[config.mk]
export PLATFORM = sky130hd
export DESIGN_NAME = multicycle_ctrl_flat
export DESIGN_NICKNAME = d
export VERILOG_FILES = /design/src/rtl/multicycle_ctrl_if.sv /design/src/rtl/multicycle_ctrl.sv /design/src/flat_wrapper.sv
export SDC_FILE = /design/constraint.sdc
export NUM_CORES = 1
export LEC_CHECK = 0
export ABC_AREA = 0
export BUFFER_PORTS_ARGS = -buffer_cell sky130_fd_sc_hd__clkbuf_2
export CAP_MARGIN = 10
export CORE_MARGIN = 5
export CORE_UTILIZATION = 43
export CTS_CLUSTER_SIZE = 25
export DETAILED_ROUTE_END_ITERATION = 7
export HOLD_SLACK_MARGIN = 0.15
export PLACE_DENSITY = 0.78
export SLEW_MARGIN = 20
export SYNTH_ARGS = -nofsm -noshare
export SYNTH_HDL_FRONTEND = slang
export SYNTH_SLANG_ARGS = --single-unit
[constraint.sdc]
create_clock -name clk -period 3 [get_ports clk]
set_clock_uncertainty 0.15 [all_clocks]
set_input_delay 0.9 -clock clk [delete_from_list [all_inputs] [get_ports clk]]
set_output_delay 0.9 -clock clk [all_outputs]
set_load 0.03 [all_outputs]
[src/rtl/multicycle_ctrl_if.sv]
// Handshake/control bundle between the multicycle controller (master) and the datapath (slave).
interface multicycle_ctrl_if;
    logic [31:0] instruction;
    logic        zero_flag;
    logic        mem_ready;
    logic        irWrite;
    logic        pcWrite;
    logic [1:0]  nPC_sel;
    logic        regDst;
    logic        aluSrc;
    logic [1:0]  aluCtr;
    logic        extOp;
    logic        memRead;
    logic        memWrite;
    logic        memToReg;
    logic        regWrite;
    logic        isJal;
    logic        illegal;
    logic [2:0]  state;

    modport master (
        input  instruction, zero_flag, mem_ready,
        output irWrite, pcWrite, nPC_sel, regDst, aluSrc, aluCtr, extOp,
               memRead, memWrite, memToReg, regWrite, isJal, illegal, state
    );

    modport slave (
        output instruction, zero_flag, mem_ready,
        input  irWrite, pcWrite, nPC_sel, regDst, aluSrc, aluCtr, extOp,
               memRead, memWrite, memToReg, regWrite, isJal, illegal, state
    );
endinterface

[src/rtl/multicycle_ctrl.sv]
// Multicycle MIPS-subset control FSM (FETCH/DECODE/EXEC/MEM/WB).
// Define MCTRL_MEM_WAIT_EN to make MEM wait on mem_ready; otherwise MEM is a single cycle.
module multicycle_ctrl (
    input  logic                  clk,
    input  logic                  rst,
    multicycle_ctrl_if.master     ctrl
);

    typedef enum logic [2:0] {
        S_FETCH  = 3'd0,
        S_DECODE = 3'd1,
        S_EXEC   = 3'd2,
        S_MEM    = 3'd3,
        S_WB     = 3'd4
    } state_e;

    typedef enum logic [2:0] {
        I_ILL  = 3'd0,
        I_ADDU = 3'd1,
        I_SUBU = 3'd2,
        I_ORI  = 3'd3,
        I_LW   = 3'd4,
        I_SW   = 3'd5,
        I_BEQ  = 3'd6,
        I_JAL  = 3'd7
    } instr_e;

    function automatic instr_e classify(input logic [5:0] op, input logic [5:0] funct);
        instr_e kind;
        case (op)
            6'b000000: begin
                case (funct)
                    6'b100001: kind = I_ADDU;
                    6'b100011: kind = I_SUBU;
                    default:   kind = I_ILL;
                endcase
            end
            6'b001101: kind = I_ORI;
            6'b100011: kind = I_LW;
            6'b101011: kind = I_SW;
            6'b000100: kind = I_BEQ;
            6'b000011: kind = I_JAL;
            default:   kind = I_ILL;
        endcase
        return kind;
    endfunction

    state_e      state_q, state_d;
    logic [5:0]  op_q, op_d;
    logic [5:0]  funct_q, funct_d;
    instr_e      instr_s;
    logic        mem_done_s;

    logic        ir_write_s, pc_write_s, reg_dst_s, alu_src_s, ext_op_s;
    logic        mem_read_s, mem_write_s, mem_to_reg_s, reg_write_s, is_jal_s, illegal_s;
    logic [1:0]  npc_sel_s, alu_ctr_s;

    // Branch resolution lives in the fetch unit; these inputs are intentionally not consumed here.
    logic        unused_s;
    assign unused_s = ^{ctrl.zero_flag, ctrl.mem_ready, ctrl.instruction[25:6]};

    assign instr_s = classify(op_q, funct_q);

`ifdef MCTRL_MEM_WAIT_EN
    assign mem_done_s = ctrl.mem_ready;
`else
    assign mem_done_s = 1'b1;
`endif

    // State and latched opcode/funct registers.
    always_ff @(posedge clk or posedge rst) begin
        if (rst) begin
            state_q <= S_FETCH;
            op_q    <= 6'd0;
            funct_q <= 6'd0;
        end else begin
            state_q <= state_d;
            op_q    <= op_d;
            funct_q <= funct_d;
        end
    end

    // Next-state and output decode from state plus latched opcode/funct only.
    always_comb begin
        state_d      = S_FETCH;
        op_d         = op_q;
        funct_d      = funct_q;
        ir_write_s   = 1'b0;
        pc_write_s   = 1'b0;
        npc_sel_s    = 2'b00;
        reg_dst_s    = 1'b0;
        alu_src_s    = 1'b0;
        alu_ctr_s    = 2'b00;
        ext_op_s     = 1'b0;
        mem_read_s   = 1'b0;
        mem_write_s  = 1'b0;
        mem_to_reg_s = 1'b0;
        reg_write_s  = 1'b0;
        is_jal_s     = 1'b0;
        illegal_s    = 1'b0;
        case (state_q)
            S_FETCH: begin
                ir_write_s = 1'b1;
                op_d       = ctrl.instruction[31:26];
                funct_d    = ctrl.instruction[5:0];
                state_d    = S_DECODE;
            end
            S_DECODE: begin
                case (instr_s)
                    I_JAL: begin
                        pc_write_s  = 1'b1;
                        npc_sel_s   = 2'b10;
                        reg_write_s = 1'b1;
                        is_jal_s    = 1'b1;
                        state_d     = S_FETCH;
                    end
                    I_ILL: begin
                        illegal_s  = 1'b1;
                        pc_write_s = 1'b1;
                        state_d    = S_FETCH;
                    end
                    default: state_d = S_EXEC;
                endcase
            end
            S_EXEC: begin
                case (instr_s)
                    I_ADDU: state_d = S_WB;
                    I_SUBU: begin
                        alu_ctr_s = 2'b01;
                        state_d   = S_WB;
                    end
                    I_ORI: begin
                        alu_ctr_s = 2'b10;
                        alu_src_s = 1'b1;
                        state_d   = S_WB;
                    end
                    I_LW, I_SW: begin
                        alu_src_s = 1'b1;
                        ext_op_s  = 1'b1;
                        state_d   = S_MEM;
                    end
                    I_BEQ: begin
                        alu_ctr_s  = 2'b01;
                        pc_write_s = 1'b1;
                        npc_sel_s  = 2'b01;
                        state_d    = S_FETCH;
                    end
                    default: state_d = S_FETCH;
                endcase
            end
            S_MEM: begin
                alu_src_s   = 1'b1;
                ext_op_s    = 1'b1;
                mem_read_s  = (instr_s == I_LW);
                mem_write_s = (instr_s == I_SW);
                if (!mem_done_s) begin
                    state_d = S_MEM;
                end else if (instr_s == I_LW) begin
                    state_d = S_WB;
                end else begin
                    pc_write_s = 1'b1;
                    state_d    = S_FETCH;
                end
            end
            S_WB: begin
                reg_write_s  = 1'b1;
                pc_write_s   = 1'b1;
                reg_dst_s    = (instr_s == I_ADDU) || (instr_s == I_SUBU);
                mem_to_reg_s = (instr_s == I_LW);
                state_d      = S_FETCH;
            end
            default: state_d = S_FETCH;
        endcase
    end

    assign ctrl.irWrite  = ir_write_s;
    assign ctrl.pcWrite  = pc_write_s;
    assign ctrl.nPC_sel  = npc_sel_s;
    assign ctrl.regDst   = reg_dst_s;
    assign ctrl.aluSrc   = alu_src_s;
    assign ctrl.aluCtr   = alu_ctr_s;
    assign ctrl.extOp    = ext_op_s;
    assign ctrl.memRead  = mem_read_s;
    assign ctrl.memWrite = mem_write_s;
    assign ctrl.memToReg = mem_to_reg_s;
    assign ctrl.regWrite = reg_write_s;
    assign ctrl.isJal    = is_jal_s;
    assign ctrl.illegal  = illegal_s;
    assign ctrl.state    = state_q;

endmodule

[src/flat_wrapper.sv]
// flat-port wrapper written by rule: the top's interface ports become plain ports
module multicycle_ctrl_flat 
  (clk, rst, ctrl_instruction, ctrl_zero_flag, ctrl_mem_ready, ctrl_irWrite, ctrl_pcWrite, ctrl_nPC_sel, ctrl_regDst, ctrl_aluSrc, ctrl_aluCtr, ctrl_extOp, ctrl_memRead, ctrl_memWrite, ctrl_memToReg, ctrl_regWrite, ctrl_isJal, ctrl_illegal, ctrl_state);
  multicycle_ctrl_if ctrl_i ();
  input  logic clk;
  input  logic rst;
  input wire logic [$bits(ctrl_i.instruction)-1:0] ctrl_instruction;
  input wire logic [$bits(ctrl_i.zero_flag)-1:0] ctrl_zero_flag;
  input wire logic [$bits(ctrl_i.mem_ready)-1:0] ctrl_mem_ready;
  output wire logic [$bits(ctrl_i.irWrite)-1:0] ctrl_irWrite;
  output wire logic [$bits(ctrl_i.pcWrite)-1:0] ctrl_pcWrite;
  output wire logic [$bits(ctrl_i.nPC_sel)-1:0] ctrl_nPC_sel;
  output wire logic [$bits(ctrl_i.regDst)-1:0] ctrl_regDst;
  output wire logic [$bits(ctrl_i.aluSrc)-1:0] ctrl_aluSrc;
  output wire logic [$bits(ctrl_i.aluCtr)-1:0] ctrl_aluCtr;
  output wire logic [$bits(ctrl_i.extOp)-1:0] ctrl_extOp;
  output wire logic [$bits(ctrl_i.memRead)-1:0] ctrl_memRead;
  output wire logic [$bits(ctrl_i.memWrite)-1:0] ctrl_memWrite;
  output wire logic [$bits(ctrl_i.memToReg)-1:0] ctrl_memToReg;
  output wire logic [$bits(ctrl_i.regWrite)-1:0] ctrl_regWrite;
  output wire logic [$bits(ctrl_i.isJal)-1:0] ctrl_isJal;
  output wire logic [$bits(ctrl_i.illegal)-1:0] ctrl_illegal;
  output wire logic [$bits(ctrl_i.state)-1:0] ctrl_state;
  assign ctrl_i.instruction = ctrl_instruction;
  assign ctrl_i.zero_flag = ctrl_zero_flag;
  assign ctrl_i.mem_ready = ctrl_mem_ready;
  assign ctrl_irWrite = ctrl_i.irWrite;
  assign ctrl_pcWrite = ctrl_i.pcWrite;
  assign ctrl_nPC_sel = ctrl_i.nPC_sel;
  assign ctrl_regDst = ctrl_i.regDst;
  assign ctrl_aluSrc = ctrl_i.aluSrc;
  assign ctrl_aluCtr = ctrl_i.aluCtr;
  assign ctrl_extOp = ctrl_i.extOp;
  assign ctrl_memRead = ctrl_i.memRead;
  assign ctrl_memWrite = ctrl_i.memWrite;
  assign ctrl_memToReg = ctrl_i.memToReg;
  assign ctrl_regWrite = ctrl_i.regWrite;
  assign ctrl_isJal = ctrl_i.isJal;
  assign ctrl_illegal = ctrl_i.illegal;
  assign ctrl_state = ctrl_i.state;
  multicycle_ctrl u_core (.clk(clk), .rst(rst), .ctrl(ctrl_i));
endmodule
==> metrics.yaml, run 1 <==
floorplanning:
  core_area_um2: 2190
  floorplan.rows: 17
  floorplan.die.height_um: 57.8
  dieArea_um2: 3340
  boundaryPins: 54
  start_util_pct: 44.8
  die_width_um: 57.8
synth:
  synth_area_um2: 981
  netlist.area_leader.share_pct: 38.3
  yosys_register_bits: 15
  synth.avg_cell_area_um2: 9.81
  post_synthesis_compound_gate_area_fraction_pct: 15.3
  yosys_warnings: 0
  mappedNetlistNets: 136
  synth.mux.area_fraction_pct: 11.5
  number_of_distinct_library_cells_after_synthesis: 33
  synth_top_family_by_area: "simple AND/OR/NAND/NOR gates"
  synth_area_in_xor_xnor_pct: 1.79
  ys.flop_type: "sky130_fd_sc_hd__dfrtp_1"
  seq_area_frac_synth_pct: 38.3
  ys_async_sr_fraction_pct: 100
  netlist_instances: 100
  post_synthesis_share_of_cell_area_spent_on_full_adders_half_adders_and_majority_gates_pct: 0
  synth_simple_gate_area_share_pct: 28.2
  synth_area_leaders: "sky130_fd_sc_hd__dfrtp_1 (38%), sky130_fd_sc_hd__mux2_2 (11%), sky130_fd_sc_hd__nand2_1 (3.4%)"
  post_synth_edffs: 0
  yosysTopAreaCell: "sky130_fd_sc_hd__dfrtp_1"
routing:
  route.detailed.vias_per_inst: 5.86
  wl_mm: 2.57
  detail-route-antenna-nets: 0
  met2_length_mm: 1.23
  drtPass1Iterations: 4
  detailedRoute.firstIterationViolations: 23
  num_vias: 972
  met3RoutedLength_um: 208
  routed_wire_length_per_instance_um: 15.5
  wl_met1_mm: 1.00
  maxUsedRoutingLayer: "met4"
  number_of_drc_violations_after_detailed_routing: 0
final_layout:
  filler_instances: 185
  fin_util_pct: 59.3
  post-route-cell-area_um2: 1300
  fin_nets: 175
  area_growth_pct: 32.4
  final_common_cell: "sky130_fd_sc_hd__clkbuf_2"
  insertedDiodeCount: 0
  drive_gt1_share_pct: 55.1
  mostFrequentLayoutCells: "sky130_fd_sc_hd__clkbuf_2 (25), sky130_fd_sc_hd__mux2_2 (10), sky130_fd_sc_hd__buf_4 (10), sky130_fd_sc_hd__dfrtp_1 (10), sky130_fd_sc_hd__nand2_1 (9)"
timing:
  actual_transition_at_the_worst_max_transition_pin_ns: 0.561
  max_freq_mhz: 322
  rsz0062_at_grt: "yes"
  timing.final.ws_setup_ns: -0.109
  slew-limit-headroom_pct: 62.6
  layout_min_cycle_time_ns: 3.11
  final_max_slew_viol_count: 0
  timing.final.hold_violations: 0
  timing.final.setup_violations: 5
  share_of_the_clock_period_used_by_the_worst_path_after_layout_pct: 104
min_path:
  min_path_type: "flip-flop to flip-flop"
global_routing:
  grt_pass1_vias: 891
  grt_start_max_net_pins: 16
  antenna_found_initial: 0
  grt_pass1_wl_mm: 3.84
  globalRouteTotalUtil_pct: 14.7
  global_route.overflow_total: 0
cts:
  clock_tree.htree_level_count: 1
  clock-root-buffer: "sky130_fd_sc_hd__clkbuf_4"
  cts_made_buffers: 3
  insertion_delay_ns: 0.29
  cts_tree: "yes"
  cts_sinks: 15
  worst_setup_hold_path_clk_slew_ns: 0.09
  cts_max_path_buffers: 2
place:
  placement.cell_area_um2: 1150
  port_buffers: 31
  preCtsSetupSlack_ns: 0.130
  dp_hpwl_mm: 1.82
  routabilityCongestion: 0.888
worst_setup_path:
  worstSetupEndpointType: "primary output"
  r2r_setup_slack_ns: 0.97
  worst-setup-path-type: "flip-flop to primary output"
  worst_path_arrival_ns: 2.06
  cp_max_fo: 8
  critical_path_required_ns: 1.95
  cp-start-kind: "flip-flop"
power_and_ir_drop:
  total_leakage_power_nw: 0.571
  peak_ir_drop_on_the_vdd_network_v: 0.000605
  power-per-cell-area_nw_per_um2: 1180
  fin_total_pwr_mw: 1.53
run:
  max_cap_viol_count: 0
run_status:
  violations: "negative setup slack"
  status: "complete, but fails checks"
cells by family (layout without fill, tap and decap cells):
family / count (synthesis) / count (layout)
flip-flops: 15 / 15
XOR/XNOR: 2 / 2
AND/OR/NAND/NOR: 44 / 44
AO/OA/AOI/OAI: 20 / 20
buffers and inverters: 9 / 47
multiplexers: 10 / 10
cells in the mapped netlist (3+ instances only):
library cell	count
sky130_fd_sc_hd__nor2_1	9
sky130_fd_sc_hd__o21ai_0	4
sky130_fd_sc_hd__a21oi_1	5
sky130_fd_sc_hd__mux2_2	10
sky130_fd_sc_hd__buf_2	3
sky130_fd_sc_hd__nor3_1	6
sky130_fd_sc_hd__dfrtp_1	15
sky130_fd_sc_hd__nand2_1	9
sky130_fd_sc_hd__inv_1	4
sky130_fd_sc_hd__nand2b_1	3
cell type report:
type,instances,area [um^2],area share (%)
tap,28,35.0,2.70
multi-input combinational,76,604,46.5
inverter,4,15.0,1.16
clock buffer,4,26.3,2.02
sequential,15,382,29.4
timing repair buffer,39,236,18.2
worst max-delay path, stage by stage, from the launching register on:
cell                       delay, ns
sky130_fd_sc_hd__dfrtp_2        0.49
sky130_fd_sc_hd__buf_6          0.16
sky130_fd_sc_hd__xnor2_2        0.13
sky130_fd_sc_hd__a32oi_2        0.29
sky130_fd_sc_hd__o211ai_1       0.22
sky130_fd_sc_hd__nor3_2         0.19
sky130_fd_sc_hd__or3_4          0.16
sky130_fd_sc_hd__buf_8          0.11
layer usage:
| metal | vias up | track usage, % |
|---|---|---|
| met5 | - | 0 |
| met4 | 0 | 10.6 |
| met3 | 13 | 1.78 |
| met2 | 54 | 24.2 |
| met1 | 464 | 17.6 |
| li1 | 441 | - |
flip-flops by register name (all words and copies together), names as in the netlist:
| signal | flops |
|---|---|
| u_core.funct_q | 6 |
| u_core.op_q | 6 |
| u_core.ctrl.state | 3 |
what timing repair did:
action	4_1_cts	5_1_grt
gates resized for setup	11	16
setup buffers	2	4
hold buffers	0	0
setup endpoints to repair	5	6
pin swaps	2	5
through the flow:
step	setup TNS, ns	hold slack [ns]	std cells
floorplan	0	0.322	100
global placement	0	0.335	156
detailed placement	0	0.341	156
CTS	-0.0515	0.361	162
global route	-0.644	0.388	166
finish	-0.219	0.364	166
report_power, final:
| part | internal [mW] | switching, mW |
|---|---|---|
| Sequential | 0.307 | 0.169 |
| Clock | 0.0518 | 0.0635 |
| Combinational | 0.465 | 0.472 |
| Total | 0.825 | 0.704 |
path summary, 6_finish.rpt:
kind                                   endpoint         startpoint  cells after the start
setup / recovery                   ctrl_pcWrite     u_core.op_q[3]                      7
hold / removal                u_core.funct_q[0]  u_core.funct_q[0]                      1
setup reg to reg           u_core.ctrl.state[1]     u_core.op_q[3]                      8
hold reg to reg               u_core.funct_q[0]  u_core.funct_q[0]                      1
max in group asynchronous        u_core.op_q[3]                rst                      2
min in group asynchronous     u_core.funct_q[5]                rst                      2
No activity file was read; power rests on OpenSTA's default activity.
==> run 2, diff against run 1 <==
- CORE_UTILIZATION: 43 -> 31
- PLACE_DENSITY: 0.78 -> not set
- clock period: 3 -> 3.5 ns (I/O delays scaled with it)
==> run 2 against run 1 <==
Compared with the run above:
- the run now ends clean
- combinational power down 32%
- routed wire length fell by 9.1%
- count of clock-buffer cells in the layout unchanged
- largest power group unchanged
- global-route usage down 2.8 points
- clock power decreased by 15%
- core utilization shrank 20 points
- sequential power down 17%
- critical endpoint unchanged
- setup slack better by 0.33 ns
- cell count is 5.4% higher
==> metrics.yaml, run 2 (synthesis gave the netlist of run 1 again) <==
worst_setup_path:
  critPathMaxStageDelay_ns: 0.56  # was 0.49 ns
  worst_path_arrival_ns: 2.08  # was 2.06 ns
  worst-setup-path-type: "flip-flop to primary output"  # unchanged
  worstPathCellList: "and2b_4, a32oi_2, o211ai_1, nor3_2, or3_1, clkbuf_2"  # was buf_6, xnor2_2, a32oi_2, o211ai_1, nor3_2, or3_4, buf_8
  worstSetupEndpointType: "primary output"  # unchanged
  cp_max_fo: 10  # was 8
  critical_path.slowest_cell: "sky130_fd_sc_hd__dfrtp_1"  # was sky130_fd_sc_hd__dfrtp_2
  critical_path_required_ns: 2.30  # was 1.95 ns
  cp-start-kind: "flip-flop"  # unchanged
floorplanning:
  boundaryPins: 54  # unchanged
  floorplan.rows: 20  # was 17
  die_width_um: 66.3  # was 57.8 um
  core_area_um2: 3050  # was 2190 um^2
  start_util_pct: 32.1  # was 44.8%
  dieArea_um2: 4390  # was 3340 um^2
  floorplan.die.height_um: 66.3  # was 57.8 um
power_and_ir_drop:
  peak_ir_drop_on_the_vdd_network_v: 0.000283  # was 0.000605 V
  total_leakage_power_nw: 0.519  # was 0.571 nW
  power-per-cell-area_nw_per_um2: 940  # was 1180 nW/um^2
  fin_total_pwr_mw: 1.13  # was 1.53 mW
final_layout:
  drive_gt1_share_pct: 45.8  # was 55.1%
  final_common_cell: "sky130_fd_sc_hd__clkbuf_2"  # unchanged
  area_growth_pct: 23.0  # was 32.4%
  mostFrequentLayoutCells: "sky130_fd_sc_hd__clkbuf_2 (31), sky130_fd_sc_hd__dfrtp_1 (14), sky130_fd_sc_hd__mux2_2 (10), sky130_fd_sc_hd__nand2_1 (9), sky130_fd_sc_hd__nor2_1 (9)"  # was sky130_fd_sc_hd__clkbuf_2 (25), sky130_fd_sc_hd__mux2_2 (10), sky130_fd_sc_hd__buf_4 (10), sky130_fd_sc_hd__dfrtp_1 (10), sky130_fd_sc_hd__nand2_1 (9)
  fin_nets: 168  # was 175
  seq_area_um2: 377  # was 382 um^2
  post-route-cell-area_um2: 1210  # was 1300 um^2
  multi_input_combinational_cell_area_um2: 571  # was 604 um^2
  filler_instances: 335  # was 185
  insertedDiodeCount: 0  # unchanged
timing:
  max_freq_mhz: 305
  rsz0062_at_grt: "no"  # was yes
  timing.final.hold_violations: 0  # unchanged
  final_max_slew_viol_count: 0  # unchanged
  timing.final.ws_setup_ns: 0.222  # was -0.109 ns
  sum_of_negative_setup_slack_ns: 0  # was -0.219 ns
  slew-limit-headroom_pct: 61.1  # was 62.6%
  timing.final.setup_violations: 0  # was 5
  share_of_the_clock_period_used_by_the_worst_path_after_layout_pct: 93.6
  layout_min_cycle_time_ns: 3.28
  actual_transition_at_the_worst_max_transition_pin_ns: 0.583  # was 0.561 ns
routing:
  route.detailed.vias_per_inst: 4.85  # was 5.86
  routed_wire_length_per_instance_um: 13.3  # was 15.5 um
  detailedRoute.firstIterationViolations: 67  # was 23
  number_of_drc_violations_after_detailed_routing: 0  # unchanged
  wl_mm: 2.34  # was 2.57 mm
  num_vias: 849  # was 972
  drtPass1Iterations: 4  # unchanged
  detail-route-antenna-nets: 0  # unchanged
global_routing:
  grt_start_max_net_pins: 16  # unchanged
  antenna_found_initial: 0  # unchanged
  grt_pass1_wl_mm: 4.06  # was 3.84 mm
  globalRouteTotalUtil_pct: 11.9  # was 14.7%
  grt_pass1_vias: 894  # was 891
  global_route.overflow_total: 0  # unchanged
place:
  routabilityCongestion: 0.778  # was 0.888
  preCtsSetupSlack_ns: 0.400  # was 0.130 ns
  port_buffers: 31  # unchanged
  placement.cell_area_um2: 1160  # was 1150 um^2
  dp_hpwl_mm: 1.80  # was 1.82 mm
cts:
  cts_max_path_buffers: 2  # unchanged
  post_cts_hold_buffer_count: 0  # unchanged
  worst_setup_hold_path_clk_slew_ns: 0.09  # about the same
  cts_tree: "yes"  # unchanged
  insertion_delay_ns: 0.27  # was 0.29 ns
  clock-root-buffer: "sky130_fd_sc_hd__clkbuf_4"  # unchanged
  cts_sinks: 15  # unchanged
  cts_made_buffers: 3  # unchanged
  clock_tree.htree_level_count: 1  # unchanged
run_status:
  status: "complete, no violations"  # was complete, but fails checks
run:
  max_cap_viol_count: 0  # unchanged
min_path:
  min_path_type: "flip-flop to flip-flop"  # unchanged
-- run 2: cell types whose count changed in the layout (fill, tap and decap cells not counted), sizes merged --
cell / previous run / this run
clkbuf: 29 / 35
buf: 14 / 1
-- run 2: final timing paths --
path | start | endpoint | slack (ns) | depth (start not counted)
hold reg to reg | u_core.funct_q[0] | u_core.funct_q[0] | 0.36 | 1
min in group asynchronous | rst | u_core.op_q[1] | 0.65 | 2
hold / removal | u_core.funct_q[0] | u_core.funct_q[0] | 0.36 | 1
setup reg to reg | u_core.op_q[5] | u_core.ctrl.state[1] | 1.71 | 5
setup / recovery | u_core.op_q[5] | ctrl_pcWrite | 0.22 | 6
max in group asynchronous | rst | u_core.op_q[3] | 2.14 | 2
-- run 2: area by class of cell --
type                       instances  area share, %
inverter                           4           1.24
timing repair buffer              32           13.5
clock buffer                       4           2.18
multi-input combinational         76           47.3
sequential                        15           31.2
tap                               44           4.56
-- run 2: what timing repair did --
action	4_1_cts	5_1_grt
buffers inserted	0	0
resized for setup	0	3
endpoints found under the setup margin	0	2
-- run 2: power by group --
part           internal, mW  switching, mW  leakage [nW]
Clock                0.0441         0.0540        0.0150
Sequential            0.258          0.139         0.179
Combinational         0.286          0.353         0.325
-- run 2: per-stage QoR --
step	utilization, %	hold slack, ns	instances
floorplan	-	0.322	100
global placement	38.2	0.335	171
detailed placement	38.2	0.342	171
CTS	39.0	0.362	175
global route	39.5	0.408	175
finish	39.5	0.358	175
-- run 2: critical path, delay by kind of cell (launching register included) --
family	cells	cell delay, ns
compound gates	2	0.51
buf+inv	1	0.20
simple gates	3	0.53
flops	1	0.56
-- run 2: routing by layer --
layer	up-vias	GRT usage, %	wire length, um	part of all wire, %
li1	423	-	-	-
met1	389	16.2	1110	47
met2	33	17.2	1020	44
met3	4	1.87	162	6.9
met4	0	7.61	44	1.9
met5	-	0	0	0
